===== src/rtl/issue_pkg.sv =====
// Shared decode constants, immediate formats and queue entry layout for the issue stage.
package issue_pkg;

  localparam logic [6:0] OPC_LUI    = 7'b0110111;
  localparam logic [6:0] OPC_AUIPC  = 7'b0010111;
  localparam logic [6:0] OPC_JAL    = 7'b1101111;
  localparam logic [6:0] OPC_JALR   = 7'b1100111;
  localparam logic [6:0] OPC_BRANCH = 7'b1100011;
  localparam logic [6:0] OPC_LOAD   = 7'b0000011;
  localparam logic [6:0] OPC_STORE  = 7'b0100011;
  localparam logic [6:0] OPC_IMM    = 7'b0010011;
  localparam logic [6:0] OPC_OP     = 7'b0110011;

  localparam logic [1:0] UNIT_RS  = 2'd0;
  localparam logic [1:0] UNIT_LSB = 2'd1;
  localparam logic [1:0] UNIT_ROB = 2'd2;
  localparam logic [1:0] UNIT_ILL = 2'd3;

  typedef enum logic [2:0] {
    IMM_NONE,
    IMM_I,
    IMM_SHAMT,
    IMM_S,
    IMM_B,
    IMM_U,
    IMM_LINK
  } imm_fmt_e;

  typedef struct packed {
    logic [31:0] inst;
    logic [31:0] pc;
    logic        rvc;
  } q_entry_t;

  function automatic logic NEEDS_RS1(input logic [6:0] opc);
    return opc inside {OPC_OP, OPC_IMM, OPC_LOAD, OPC_STORE, OPC_BRANCH, OPC_JALR};
  endfunction

  function automatic logic NEEDS_RS2(input logic [6:0] opc);
    return opc inside {OPC_OP, OPC_STORE, OPC_BRANCH};
  endfunction

endpackage


===== src/rtl/issue_dispatch_queue_if.sv =====
// Fetch, register-status, backpressure and dispatch bundle of the issue stage.
// master = the issue queue itself, slave = its surrounding units.
interface issue_dispatch_queue_if #(parameter int ROB_ID_W = 5);
  logic                rdy_in;
  logic                flush_in;
  logic                fetch_valid_in;
  logic [31:0]         fetch_inst_in;
  logic [31:0]         fetch_addr_in;
  logic                fetch_rvc_in;
  logic                fetch_ready_out;
  logic [4:0]          reg_rs1_out;
  logic [4:0]          reg_rs2_out;
  logic [ROB_ID_W-1:0] reg_dep1_in;
  logic [ROB_ID_W-1:0] reg_dep2_in;
  logic [31:0]         reg_val1_in;
  logic [31:0]         reg_val2_in;
  logic                rob_full_in;
  logic                rs_full_in;
  logic                lsb_full_in;
  logic [ROB_ID_W-1:0] rob_tail_in;
  logic                disp_valid_out;
  logic [1:0]          disp_unit_out;
  logic [ROB_ID_W-1:0] disp_rob_id_out;
  logic [6:0]          disp_opcode_out;
  logic [2:0]          disp_funct3_out;
  logic                disp_alt_out;
  logic [4:0]          disp_rd_out;
  logic [31:0]         disp_imm_out;
  logic [31:0]         disp_pc_out;
  logic                disp_rvc_out;
  logic [31:0]         disp_v1_out;
  logic [31:0]         disp_v2_out;
  logic [ROB_ID_W-1:0] disp_dep1_out;
  logic [ROB_ID_W-1:0] disp_dep2_out;
  logic                ovf_err_out;

  modport master (
    input  rdy_in, flush_in, fetch_valid_in, fetch_inst_in, fetch_addr_in, fetch_rvc_in,
           reg_dep1_in, reg_dep2_in, reg_val1_in, reg_val2_in,
           rob_full_in, rs_full_in, lsb_full_in, rob_tail_in,
    output fetch_ready_out, reg_rs1_out, reg_rs2_out,
           disp_valid_out, disp_unit_out, disp_rob_id_out, disp_opcode_out, disp_funct3_out,
           disp_alt_out, disp_rd_out, disp_imm_out, disp_pc_out, disp_rvc_out,
           disp_v1_out, disp_v2_out, disp_dep1_out, disp_dep2_out, ovf_err_out
  );

  modport slave (
    output rdy_in, flush_in, fetch_valid_in, fetch_inst_in, fetch_addr_in, fetch_rvc_in,
           reg_dep1_in, reg_dep2_in, reg_val1_in, reg_val2_in,
           rob_full_in, rs_full_in, lsb_full_in, rob_tail_in,
    input  fetch_ready_out, reg_rs1_out, reg_rs2_out,
           disp_valid_out, disp_unit_out, disp_rob_id_out, disp_opcode_out, disp_funct3_out,
           disp_alt_out, disp_rd_out, disp_imm_out, disp_pc_out, disp_rvc_out,
           disp_v1_out, disp_v2_out, disp_dep1_out, disp_dep2_out, ovf_err_out
  );
endinterface


===== src/rtl/inst_field_decode.sv =====
// Combinational RV32 field decode of the queue head: target unit, register fields, immediate.
// Zero latency, no state; backpressure is resolved by the caller.
module inst_field_decode
  import issue_pkg::*;
(
  input  logic [31:0] i_inst,
  input  logic        i_rvc,
  output logic [1:0]  o_unit,
  output logic [6:0]  o_opcode,
  output logic [4:0]  o_rd,
  output logic [4:0]  o_rs1,
  output logic [4:0]  o_rs2,
  output logic [2:0]  o_funct3,
  output logic        o_alt,
  output logic [31:0] o_imm,
  output logic        o_use1,
  output logic        o_use2
);

  imm_fmt_e w_fmt;

  assign o_opcode = i_inst[6:0];
  assign o_funct3 = i_inst[14:12];
  assign o_alt    = i_inst[30];
  assign o_rs1    = i_inst[19:15];
  assign o_rs2    = i_inst[24:20];
  assign o_use1   = NEEDS_RS1(o_opcode);
  assign o_use2   = NEEDS_RS2(o_opcode);
  assign o_rd     = (o_opcode == OPC_BRANCH || o_opcode == OPC_STORE) ? 5'd0 : i_inst[11:7];

  always_comb begin
    o_unit = UNIT_ILL;
    w_fmt  = IMM_NONE;
    case (o_opcode)
      OPC_LOAD:   begin o_unit = UNIT_LSB; w_fmt = IMM_I; end
      OPC_STORE:  begin o_unit = UNIT_LSB; w_fmt = IMM_S; end
      OPC_OP:     begin o_unit = UNIT_RS;  w_fmt = IMM_NONE; end
      // SLLI/SRLI/SRAI carry funct7 in the upper bits, so only the shamt is the immediate
      OPC_IMM:    begin o_unit = UNIT_RS;  w_fmt = (i_inst[13:12] == 2'b01) ? IMM_SHAMT : IMM_I; end
      OPC_BRANCH: begin o_unit = UNIT_RS;  w_fmt = IMM_B; end
      OPC_JAL:    begin o_unit = UNIT_RS;  w_fmt = IMM_LINK; end
      OPC_JALR:   begin o_unit = UNIT_RS;  w_fmt = IMM_I; end
      OPC_AUIPC:  begin o_unit = UNIT_RS;  w_fmt = IMM_U; end
      OPC_LUI:    begin o_unit = UNIT_ROB; w_fmt = IMM_U; end
      default:    begin o_unit = UNIT_ILL; w_fmt = IMM_NONE; end
    endcase
  end

  always_comb begin
    o_imm = 32'd0;
    case (w_fmt)
      IMM_I:     o_imm = {{20{i_inst[31]}}, i_inst[31:20]};
      IMM_SHAMT: o_imm = {27'd0, i_inst[24:20]};
      IMM_S:     o_imm = {{20{i_inst[31]}}, i_inst[31:25], i_inst[11:7]};
      IMM_B:     o_imm = {{19{i_inst[31]}}, i_inst[31], i_inst[7], i_inst[30:25], i_inst[11:8], 1'b0};
      IMM_U:     o_imm = {i_inst[31:12], 12'd0};
      IMM_LINK:  o_imm = i_rvc ? 32'd2 : 32'd4;
      default:   o_imm = 32'd0;
    endcase
  end

endmodule


===== src/rtl/issue_dispatch_queue.sv =====
// Circular instruction queue feeding a registered dispatch bundle: enqueue-to-dispatch is 2 edges.
// Head stalls only on rob_full_in and the selected unit's full flag; fetch_ready_out keeps AF_MARGIN slack.
module issue_dispatch_queue
  import issue_pkg::*;
#(
  parameter int DEPTH     = 32,
  parameter int ROB_ID_W  = 5,
  parameter int AF_MARGIN = 1
) (
  input logic                   clk_in,
  input logic                   rst_in,
  issue_dispatch_queue_if.master bus
);

  localparam int PTR_W = $clog2(DEPTH);
  localparam logic [PTR_W:0] FULL_CNT = (PTR_W+1)'(DEPTH);
  localparam logic [PTR_W:0] AF_LIMIT = (PTR_W+1)'(DEPTH - 1 - AF_MARGIN);

  q_entry_t            r_mem [DEPTH];
  logic [PTR_W-1:0]    r_head;
  logic [PTR_W-1:0]    r_tail;
  logic [PTR_W:0]      r_count;
  logic                r_ovf;
  logic                r_disp_valid;
  logic [1:0]          r_unit;
  logic [ROB_ID_W-1:0] r_rob_id;
  logic [6:0]          r_opcode;
  logic [2:0]          r_funct3;
  logic                r_alt;
  logic [4:0]          r_rd;
  logic [31:0]         r_imm;
  logic [31:0]         r_pc;
  logic                r_rvc;
  logic [31:0]         r_v1;
  logic [31:0]         r_v2;
  logic [ROB_ID_W-1:0] r_dep1;
  logic [ROB_ID_W-1:0] r_dep2;

  q_entry_t            w_head;
  logic [1:0]          w_unit;
  logic [6:0]          w_opcode;
  logic [4:0]          w_rd;
  logic [2:0]          w_funct3;
  logic                w_alt;
  logic [31:0]         w_imm;
  logic                w_use1;
  logic                w_use2;
  logic                w_tgt_full;
  logic                w_pop;
  logic                w_push;
  logic                w_ovf_set;
  logic [ROB_ID_W-1:0] w_rob_id;
  logic [ROB_ID_W-1:0] w_dep1;
  logic [ROB_ID_W-1:0] w_dep2;
  logic [31:0]         w_v1;
  logic [31:0]         w_v2;

  assign w_head = r_mem[r_head];

  inst_field_decode u_decode (
    .i_inst   (w_head.inst),
    .i_rvc    (w_head.rvc),
    .o_unit   (w_unit),
    .o_opcode (w_opcode),
    .o_rd     (w_rd),
    .o_rs1    (bus.reg_rs1_out),
    .o_rs2    (bus.reg_rs2_out),
    .o_funct3 (w_funct3),
    .o_alt    (w_alt),
    .o_imm    (w_imm),
    .o_use1   (w_use1),
    .o_use2   (w_use2)
  );

  always_comb begin
    w_tgt_full = 1'b0;
    case (w_unit)
      UNIT_RS:  w_tgt_full = bus.rs_full_in;
      UNIT_LSB: w_tgt_full = bus.lsb_full_in;
      default:  w_tgt_full = 1'b0;
    endcase
  end

  assign w_pop     = (r_count != '0) && !bus.rob_full_in && !w_tgt_full;
  assign w_push    = bus.fetch_valid_in && (r_count != FULL_CNT);
  assign w_ovf_set = bus.fetch_valid_in && (r_count == FULL_CNT);

  // A dispatch last cycle means the ROB has not yet advanced its tail past that id
  assign w_rob_id = !r_disp_valid                          ? bus.rob_tail_in :
                    (bus.rob_tail_in == {ROB_ID_W{1'b1}}) ? ROB_ID_W'(1)    :
                                                            bus.rob_tail_in + 1'b1;

  assign w_dep1 = w_use1 ? bus.reg_dep1_in : '0;
  assign w_dep2 = w_use2 ? bus.reg_dep2_in : '0;
  assign w_v1   = (w_opcode == OPC_JAL || w_opcode == OPC_AUIPC) ? w_head.pc :
                  (w_use1 && bus.reg_dep1_in == '0)             ? bus.reg_val1_in : 32'd0;
  assign w_v2   = (w_use2 && bus.reg_dep2_in == '0) ? bus.reg_val2_in : 32'd0;

  always_ff @(posedge clk_in) begin
    if (bus.rdy_in && !bus.flush_in && w_push) begin
      r_mem[r_tail] <= '{inst: bus.fetch_inst_in, pc: bus.fetch_addr_in, rvc: bus.fetch_rvc_in};
    end
  end

  always_ff @(posedge clk_in or negedge rst_in) begin
    if (!rst_in) begin
      r_head       <= '0;
      r_tail       <= '0;
      r_count      <= '0;
      r_ovf        <= 1'b0;
      r_disp_valid <= 1'b0;
      r_unit       <= '0;
      r_rob_id     <= '0;
      r_opcode     <= '0;
      r_funct3     <= '0;
      r_alt        <= 1'b0;
      r_rd         <= '0;
      r_imm        <= '0;
      r_pc         <= '0;
      r_rvc        <= 1'b0;
      r_v1         <= '0;
      r_v2         <= '0;
      r_dep1       <= '0;
      r_dep2       <= '0;
    end else if (bus.rdy_in) begin
      if (bus.flush_in) begin
        r_head       <= '0;
        r_tail       <= '0;
        r_count      <= '0;
        r_disp_valid <= 1'b0;
      end else begin
        if (w_push) r_tail <= r_tail + 1'b1;
        if (w_pop)  r_head <= r_head + 1'b1;
        if (w_push && !w_pop)      r_count <= r_count + 1'b1;
        else if (!w_push && w_pop) r_count <= r_count - 1'b1;
        if (w_ovf_set) r_ovf <= 1'b1;
        r_disp_valid <= w_pop;
        if (w_pop) begin
          r_unit   <= w_unit;
          r_rob_id <= w_rob_id;
          r_opcode <= w_opcode;
          r_funct3 <= w_funct3;
          r_alt    <= w_alt;
          r_rd     <= w_rd;
          r_imm    <= w_imm;
          r_pc     <= w_head.pc;
          r_rvc    <= w_head.rvc;
          r_v1     <= w_v1;
          r_v2     <= w_v2;
          r_dep1   <= w_dep1;
          r_dep2   <= w_dep2;
        end
      end
    end
  end

  assign bus.fetch_ready_out = (r_count <= AF_LIMIT);
  assign bus.ovf_err_out     = r_ovf;
  assign bus.disp_valid_out  = r_disp_valid;
  assign bus.disp_unit_out   = r_unit;
  assign bus.disp_rob_id_out = r_rob_id;
  assign bus.disp_opcode_out = r_opcode;
  assign bus.disp_funct3_out = r_funct3;
  assign bus.disp_alt_out    = r_alt;
  assign bus.disp_rd_out     = r_rd;
  assign bus.disp_imm_out    = r_imm;
  assign bus.disp_pc_out     = r_pc;
  assign bus.disp_rvc_out    = r_rvc;
  assign bus.disp_v1_out     = r_v1;
  assign bus.disp_v2_out     = r_v2;
  assign bus.disp_dep1_out   = r_dep1;
  assign bus.disp_dep2_out   = r_dep2;

endmodule


===== src/flat_wrapper.sv =====
// flat-port wrapper written by rule: the top's interface ports become plain ports
module issue_dispatch_queue_flat import issue_pkg::*;
#(
  parameter int DEPTH     = 32,
  parameter int ROB_ID_W  = 5,
  parameter int AF_MARGIN = 1
)
  (clk_in, rst_in, bus_rdy_in, bus_flush_in, bus_fetch_valid_in, bus_fetch_inst_in, bus_fetch_addr_in, bus_fetch_rvc_in, bus_reg_dep1_in, bus_reg_dep2_in, bus_reg_val1_in, bus_reg_val2_in, bus_rob_full_in, bus_rs_full_in, bus_lsb_full_in, bus_rob_tail_in, bus_fetch_ready_out, bus_reg_rs1_out, bus_reg_rs2_out, bus_disp_valid_out, bus_disp_unit_out, bus_disp_rob_id_out, bus_disp_opcode_out, bus_disp_funct3_out, bus_disp_alt_out, bus_disp_rd_out, bus_disp_imm_out, bus_disp_pc_out, bus_disp_rvc_out, bus_disp_v1_out, bus_disp_v2_out, bus_disp_dep1_out, bus_disp_dep2_out, bus_ovf_err_out);
  issue_dispatch_queue_if #(.ROB_ID_W(ROB_ID_W)) bus_i ();
  input logic clk_in;
  input logic rst_in;
  input wire logic [$bits(bus_i.rdy_in)-1:0] bus_rdy_in;
  input wire logic [$bits(bus_i.flush_in)-1:0] bus_flush_in;
  input wire logic [$bits(bus_i.fetch_valid_in)-1:0] bus_fetch_valid_in;
  input wire logic [$bits(bus_i.fetch_inst_in)-1:0] bus_fetch_inst_in;
  input wire logic [$bits(bus_i.fetch_addr_in)-1:0] bus_fetch_addr_in;
  input wire logic [$bits(bus_i.fetch_rvc_in)-1:0] bus_fetch_rvc_in;
  input wire logic [$bits(bus_i.reg_dep1_in)-1:0] bus_reg_dep1_in;
  input wire logic [$bits(bus_i.reg_dep2_in)-1:0] bus_reg_dep2_in;
  input wire logic [$bits(bus_i.reg_val1_in)-1:0] bus_reg_val1_in;
  input wire logic [$bits(bus_i.reg_val2_in)-1:0] bus_reg_val2_in;
  input wire logic [$bits(bus_i.rob_full_in)-1:0] bus_rob_full_in;
  input wire logic [$bits(bus_i.rs_full_in)-1:0] bus_rs_full_in;
  input wire logic [$bits(bus_i.lsb_full_in)-1:0] bus_lsb_full_in;
  input wire logic [$bits(bus_i.rob_tail_in)-1:0] bus_rob_tail_in;
  output wire logic [$bits(bus_i.fetch_ready_out)-1:0] bus_fetch_ready_out;
  output wire logic [$bits(bus_i.reg_rs1_out)-1:0] bus_reg_rs1_out;
  output wire logic [$bits(bus_i.reg_rs2_out)-1:0] bus_reg_rs2_out;
  output wire logic [$bits(bus_i.disp_valid_out)-1:0] bus_disp_valid_out;
  output wire logic [$bits(bus_i.disp_unit_out)-1:0] bus_disp_unit_out;
  output wire logic [$bits(bus_i.disp_rob_id_out)-1:0] bus_disp_rob_id_out;
  output wire logic [$bits(bus_i.disp_opcode_out)-1:0] bus_disp_opcode_out;
  output wire logic [$bits(bus_i.disp_funct3_out)-1:0] bus_disp_funct3_out;
  output wire logic [$bits(bus_i.disp_alt_out)-1:0] bus_disp_alt_out;
  output wire logic [$bits(bus_i.disp_rd_out)-1:0] bus_disp_rd_out;
  output wire logic [$bits(bus_i.disp_imm_out)-1:0] bus_disp_imm_out;
  output wire logic [$bits(bus_i.disp_pc_out)-1:0] bus_disp_pc_out;
  output wire logic [$bits(bus_i.disp_rvc_out)-1:0] bus_disp_rvc_out;
  output wire logic [$bits(bus_i.disp_v1_out)-1:0] bus_disp_v1_out;
  output wire logic [$bits(bus_i.disp_v2_out)-1:0] bus_disp_v2_out;
  output wire logic [$bits(bus_i.disp_dep1_out)-1:0] bus_disp_dep1_out;
  output wire logic [$bits(bus_i.disp_dep2_out)-1:0] bus_disp_dep2_out;
  output wire logic [$bits(bus_i.ovf_err_out)-1:0] bus_ovf_err_out;
  assign bus_i.rdy_in = bus_rdy_in;
  assign bus_i.flush_in = bus_flush_in;
  assign bus_i.fetch_valid_in = bus_fetch_valid_in;
  assign bus_i.fetch_inst_in = bus_fetch_inst_in;
  assign bus_i.fetch_addr_in = bus_fetch_addr_in;
  assign bus_i.fetch_rvc_in = bus_fetch_rvc_in;
  assign bus_i.reg_dep1_in = bus_reg_dep1_in;
  assign bus_i.reg_dep2_in = bus_reg_dep2_in;
  assign bus_i.reg_val1_in = bus_reg_val1_in;
  assign bus_i.reg_val2_in = bus_reg_val2_in;
  assign bus_i.rob_full_in = bus_rob_full_in;
  assign bus_i.rs_full_in = bus_rs_full_in;
  assign bus_i.lsb_full_in = bus_lsb_full_in;
  assign bus_i.rob_tail_in = bus_rob_tail_in;
  assign bus_fetch_ready_out = bus_i.fetch_ready_out;
  assign bus_reg_rs1_out = bus_i.reg_rs1_out;
  assign bus_reg_rs2_out = bus_i.reg_rs2_out;
  assign bus_disp_valid_out = bus_i.disp_valid_out;
  assign bus_disp_unit_out = bus_i.disp_unit_out;
  assign bus_disp_rob_id_out = bus_i.disp_rob_id_out;
  assign bus_disp_opcode_out = bus_i.disp_opcode_out;
  assign bus_disp_funct3_out = bus_i.disp_funct3_out;
  assign bus_disp_alt_out = bus_i.disp_alt_out;
  assign bus_disp_rd_out = bus_i.disp_rd_out;
  assign bus_disp_imm_out = bus_i.disp_imm_out;
  assign bus_disp_pc_out = bus_i.disp_pc_out;
  assign bus_disp_rvc_out = bus_i.disp_rvc_out;
  assign bus_disp_v1_out = bus_i.disp_v1_out;
  assign bus_disp_v2_out = bus_i.disp_v2_out;
  assign bus_disp_dep1_out = bus_i.disp_dep1_out;
  assign bus_disp_dep2_out = bus_i.disp_dep2_out;
  assign bus_ovf_err_out = bus_i.ovf_err_out;
  issue_dispatch_queue #(.DEPTH(DEPTH), .ROB_ID_W(ROB_ID_W), .AF_MARGIN(AF_MARGIN)) u_core (.clk_in(clk_in), .rst_in(rst_in), .bus(bus_i));
endmodule

===== config.mk =====
export PLATFORM = sky130hd
export DESIGN_NAME = issue_dispatch_queue_flat
export DESIGN_NICKNAME = d
export VERILOG_FILES = /design/src/rtl/issue_pkg.sv /design/src/rtl/issue_dispatch_queue_if.sv /design/src/rtl/inst_field_decode.sv /design/src/rtl/issue_dispatch_queue.sv /design/src/flat_wrapper.sv
export SDC_FILE = /design/constraint.sdc
export NUM_CORES = 2
export LEC_CHECK = 0
export CORE_ASPECT_RATIO = 0.9
export CORE_MARGIN = 2
export CORE_UTILIZATION = 40
export CTS_CLUSTER_DIAMETER = 30
export DETAILED_ROUTE_END_ITERATION = 8
export DONT_BUFFER_PORTS = 1
export PLACE_DENSITY = 0.58
export SYNTH_ARGS = -nofsm -noshare
export SYNTH_HDL_FRONTEND = slang
export SYNTH_SLANG_ARGS = --single-unit

===== constraint.sdc =====
create_clock -name clk_in -period 5.2 [get_ports clk_in]
set_input_delay 1.04 -clock clk_in [delete_from_list [all_inputs] [get_ports clk_in]]
set_output_delay 1.04 -clock clk_in [all_outputs]
set_load 0.03 [all_outputs]

==> parameters.txt <==
Parameter                              Value

Outcome
  Result of the run    complete, no violations

Final layout
  Area growth from synthesis to layout    23.5%
  Area occupied by multi-input gates    just under 20000 µm²
  Final net count    roughly 4700
  Fillers    about 17000
  Combined flip-flop and latch cell area    about 67000 µm²
  Layout cell share with drive strength beyond 1    0.312

Floorplan
  Total die area    between 200000 and 250000 µm²
  Starting density of the core    0.403
  Number of primary I/O pins    between 300 and 400
  Standard-cell rows    roughly 160
  Floorplan core area    approximately 220000 µm²
  Height of the chip    roughly 450 µm
  Horiz. Die Dim    slightly below 500 µm

Routing
  Drt drc    0
  Antenna-violating nets left    0
  Starting DRC count in detailed routing    slightly below 5000
  Average vias per placed instance    roughly 5.7
  Detailed Routing Iterations Pass 1    6
  Via count of the routed design    between 40000 and 50000
  WL per Instance    about 30 µm
  Total length of routed wires    between 200 and 250 mm

Timing
  Final slew viol count    0
  Smallest hold slack    between 0.02 and 0.03 ns
  Slew at the pin with the worst max-slew slack    around 1.2 ns
  Final total negative setup slack    0 ns
  Part of the cycle the worst path needs    0.953
  Final period demand of the worst path    about 5.0 ns
  Worst clock skew    0.0712 ns
  Setup violators final    0
  Maximum achievable frequency    0.202 GHz
  Relative max-transition margin    0.194
  Final-report hold violation count    0

Power
  VDD IR max    roughly 0.33 mV
  Power Total    60.4 mW
  Leakage power summed over all cells    35.3 nW
  Power density relative to cell area    between 500 and 600 nW/µm²

Critical path
  Signal arrival time at the worst endpoint    3.92 ns
  Setup Crit Path Kind    reg2out
  Launching point of the worst reg2reg path    u_core.r_head[0]$_DFFE_PN0P_
  Worst reg-to-reg setup slack    0.30 ns
  Worst setup startpoint    u_core.r_head[0]$_DFFE_PN0P_
  Type of element launching the critical path    register
  Crit path max fanout    44
  Critical path endpoint category    primary output
  CP Capture Point    bus_reg_rs1_out[1]
  End of the worst register-to-register path    u_core.r_count[5]$_DFFE_PN0P_
  Required time worst endpoint    around 4.2 ns
  Worst Reg-to-Reg Cells    16

Global route
  Met2 global-route usage    0.340
  Tot GR Track Use    0.212
  GRT Residual Overflow    0
  GR Util met1    0.284
  Initial antenna violation count    10
  Maximum number of pins on one net before global-route repair    between 150 and 200
  GRT Max-Usage Layer    met2
  Via count of the first global-routing pass    around 46000
  Met3 usage in global routing    0.0481
  Wire length of the first global-routing pass    around 330 mm

Clocking
  Num CTS Buffers    467
  H-tree Lvls    5
  Clk_lat worst skew    a little under 1 ns
  Clk sink count    around 2300
  Clock tree from TritonCTS    built
  Setup Buffers After CTS    0
  CTS root buf    sky130_fd_sc_hd__clkbuf_16
  Clock Path Buffers    4
  Clk pin slew, worst setup/hold paths    approximately 0.05 ns

Logic synthesis
  Number of flip-flops and latches in the synthesized netlist    2260
  Ys Warns    0
  Post-Syn Area per Cell    roughly 21 µm²
  Sequential area share after synthesis    0.766
  Synth Net Count    between 4000 and 5000
  Cell types occupying the most area after synthesis    sky130_fd_sc_hd__edfxtp_1 71%, sky130_fd_sc_hd__mux4_2 14%, sky130_fd_sc_hd__dfrtp_1 5.2%
  Share of the synthesized area in the top cell type    0.715
  Post-synthesis instance area    between 80000 and 90000 µm²
  Share of flip-flops with an asynchronous set or reset    0.0796
  Post-synth cell types    between 70 and 80
  Number of synthesized flops with an enable pin    2080
  Mapped Cells    around 4100
  Most used DFF post-synth    sky130_fd_sc_hd__edfxtp_1
  Cell type with the largest total area after synthesis    sky130_fd_sc_hd__edfxtp_1

Placed design
  Buffers on Ports    0
  GPL Wtd Cong    between 0.8 and 0.9
  Sum of net half-perimeters after detailed placement    ~120 mm

Hold path
  Class of the worst hold path    in2async

Run
  Max cap viols    0
registers in the layout (all words and copies together), names as in the netlist, 2 cells and up:
name / count
u_core.r_tail: 5
u_core.bus.disp_dep1_out: 5
u_core.bus.disp_imm_out: 32
u_core.bus.disp_funct3_out: 3
u_core.r_head: 5
u_core.r_mem: 2080
u_core.bus.disp_v2_out: 32
u_core.bus.disp_rob_id_out: 5
u_core.bus.disp_pc_out: 32
u_core.bus.disp_unit_out: 2
u_core.bus.disp_dep2_out: 5
u_core.bus.disp_rd_out: 5
u_core.bus.disp_opcode_out: 7
u_core.bus.disp_v1_out: 32
u_core.r_count: 6
where the power goes:
group	total (mW)	internal (mW)	leakage [nW]	switching, mW
combinational	9.34	4.34	6.58	5.00
sequential	21.3	20.3	21.1	1.02
clock	29.7	20.2	7.64	9.45
cells in the mapped netlist (4+ instances only):
cell and n:
sky130_fd_sc_hd__a211oi_1 5, sky130_fd_sc_hd__a21oi_1 30, sky130_fd_sc_hd__a221oi_1 25, sky130_fd_sc_hd__a22oi_1 14, sky130_fd_sc_hd__a2bb2oi_1 37, sky130_fd_sc_hd__a31oi_1 4
sky130_fd_sc_hd__and2_1 4, sky130_fd_sc_hd__and3_1 4, sky130_fd_sc_hd__buf_1 30, sky130_fd_sc_hd__buf_2 71, sky130_fd_sc_hd__buf_4 20, sky130_fd_sc_hd__buf_6 8
sky130_fd_sc_hd__clkbuf_1 117, sky130_fd_sc_hd__dfrtp_1 180, sky130_fd_sc_hd__edfxtp_1 2080, sky130_fd_sc_hd__ha_1 11, sky130_fd_sc_hd__inv_1 55, sky130_fd_sc_hd__mux2_2 9
sky130_fd_sc_hd__mux2i_1 181, sky130_fd_sc_hd__mux4_2 545, sky130_fd_sc_hd__nand2_1 194, sky130_fd_sc_hd__nand2b_1 7, sky130_fd_sc_hd__nand3_1 23, sky130_fd_sc_hd__nand3b_1 4
sky130_fd_sc_hd__nor2_1 72, sky130_fd_sc_hd__nor2b_1 5, sky130_fd_sc_hd__nor3_1 34, sky130_fd_sc_hd__nor4_1 4, sky130_fd_sc_hd__o211ai_1 18, sky130_fd_sc_hd__o21ai_0 33
sky130_fd_sc_hd__o21ai_1 90, sky130_fd_sc_hd__o221ai_1 39, sky130_fd_sc_hd__o22ai_1 23, sky130_fd_sc_hd__o31ai_1 56, sky130_fd_sc_hd__or3_1 16, sky130_fd_sc_hd__or3b_1 4
per-stage QoR:
stage,utilization,instance area (µm²),setup slack [ns],cells
2_1_floorplan,-,87400,-0.0232,4119
3_3_place_gp,0.424,91900,0.132,6913
3_5_place_dp,0.424,91900,0.133,6913
4_1_cts,0.497,108000,0.0464,7763
5_1_grt,0.497,108000,-0.000713,7767
6_report,0.498,108000,0.244,7768
kinds of logic (layout without fill, tap and decap cells):
logic type	Yosys count	in the layout	synth area share
AOI/OAI and AO/OA	407	407	0.0324
xor gates and xnor gates	6	6	0.000601
adders and majority gates	12	12	0.00180
buffers and inverters	304	1078	0.0156
DFF	2260	2260	0.766
muxes	740	740	0.163
other	0	5	0
and+or+nand+nor	390	390	0.0203
cell usage in the layout, fill, tap and decap left out, types with 52 or more instances in the layout:
cell	netlist	layout
sky130_fd_sc_hd__inv_1	55	55
sky130_fd_sc_hd__clkbuf_1	117	52
sky130_fd_sc_hd__mux4_2	545	545
sky130_fd_sc_hd__bufinv_16	0	71
sky130_fd_sc_hd__clkinv_1	0	64
sky130_fd_sc_hd__clkbuf_16	0	476
sky130_fd_sc_hd__mux2i_1	181	179
sky130_fd_sc_hd__clkinvlp_4	0	53
sky130_fd_sc_hd__o31ai_1	56	55
sky130_fd_sc_hd__dfrtp_1	180	175
sky130_fd_sc_hd__buf_4	20	127
sky130_fd_sc_hd__edfxtp_1	2080	2080
sky130_fd_sc_hd__nand2_1	194	191
sky130_fd_sc_hd__o21ai_1	90	90
sky130_fd_sc_hd__clkinv_2	0	69
critical path, cell delays in order, from the launching register on:
cell,delay [ns]
sky130_fd_sc_hd__dfrtp_4,0.56
sky130_fd_sc_hd__buf_4,0.28
sky130_fd_sc_hd__buf_6,0.52
sky130_fd_sc_hd__mux4_2,0.61
sky130_fd_sc_hd__mux4_2,0.48
sky130_fd_sc_hd__nand2_1,0.10
sky130_fd_sc_hd__o31ai_2,0.08
sky130_fd_sc_hd__buf_4,0.24
area by class of cell:
| cell class | count | share of cell area |
|---|---|---|
| Clock inverter | 309 | 0.0335 |
| Multi-Input combinational cell | 1555 | 0.180 |
| Tap cell | 2870 | 0.0333 |
| Sequential cell | 2260 | 0.621 |
| Timing Repair Buffer | 171 | 0.0169 |
| Inverter | 58 | 0.00213 |
| Antenna cell | 5 | 0.000116 |
| Clock buffer | 540 | 0.114 |
layer usage:
metal  wire length (µm)  up-vias  part of all wire
met5                 13        -          0.000055
met4               7250        2             0.031
met3              17300      450             0.073
met2             115000     1856              0.49
met1              96600    24144              0.41
li1                   -    18195                 -
worst min-delay path by stage:
stage	end	slack [ns]	cells after the start
finish	u_core.r_head[4]$_DFFE_PN0P_	0.03	1
global route	u_core.r_head[0]$_DFFE_PN0P_	0.10	1
CTS	u_core.bus.disp_valid_out$_DFFE_PN0P_	0.08	1
detailed placement	u_core.r_tail[0]$_DFFE_PN0P_	0.58	1
global placement	u_core.r_tail[1]$_DFFE_PN0P_	0.57	1
floorplan	u_core.r_count[3]$_DFFE_PN0P_	0.53	2
timing repair:
| action | CTS | global route |
|---|---|---|
| hold buffers | 1 | 0 |
| endpoints found under the setup margin | 3 | 2 |
| gates resized for setup | 3 | 5 |
| hold endpoints to repair | 180 | 0 |
Note: power is estimated with default switching activity, not from simulation.
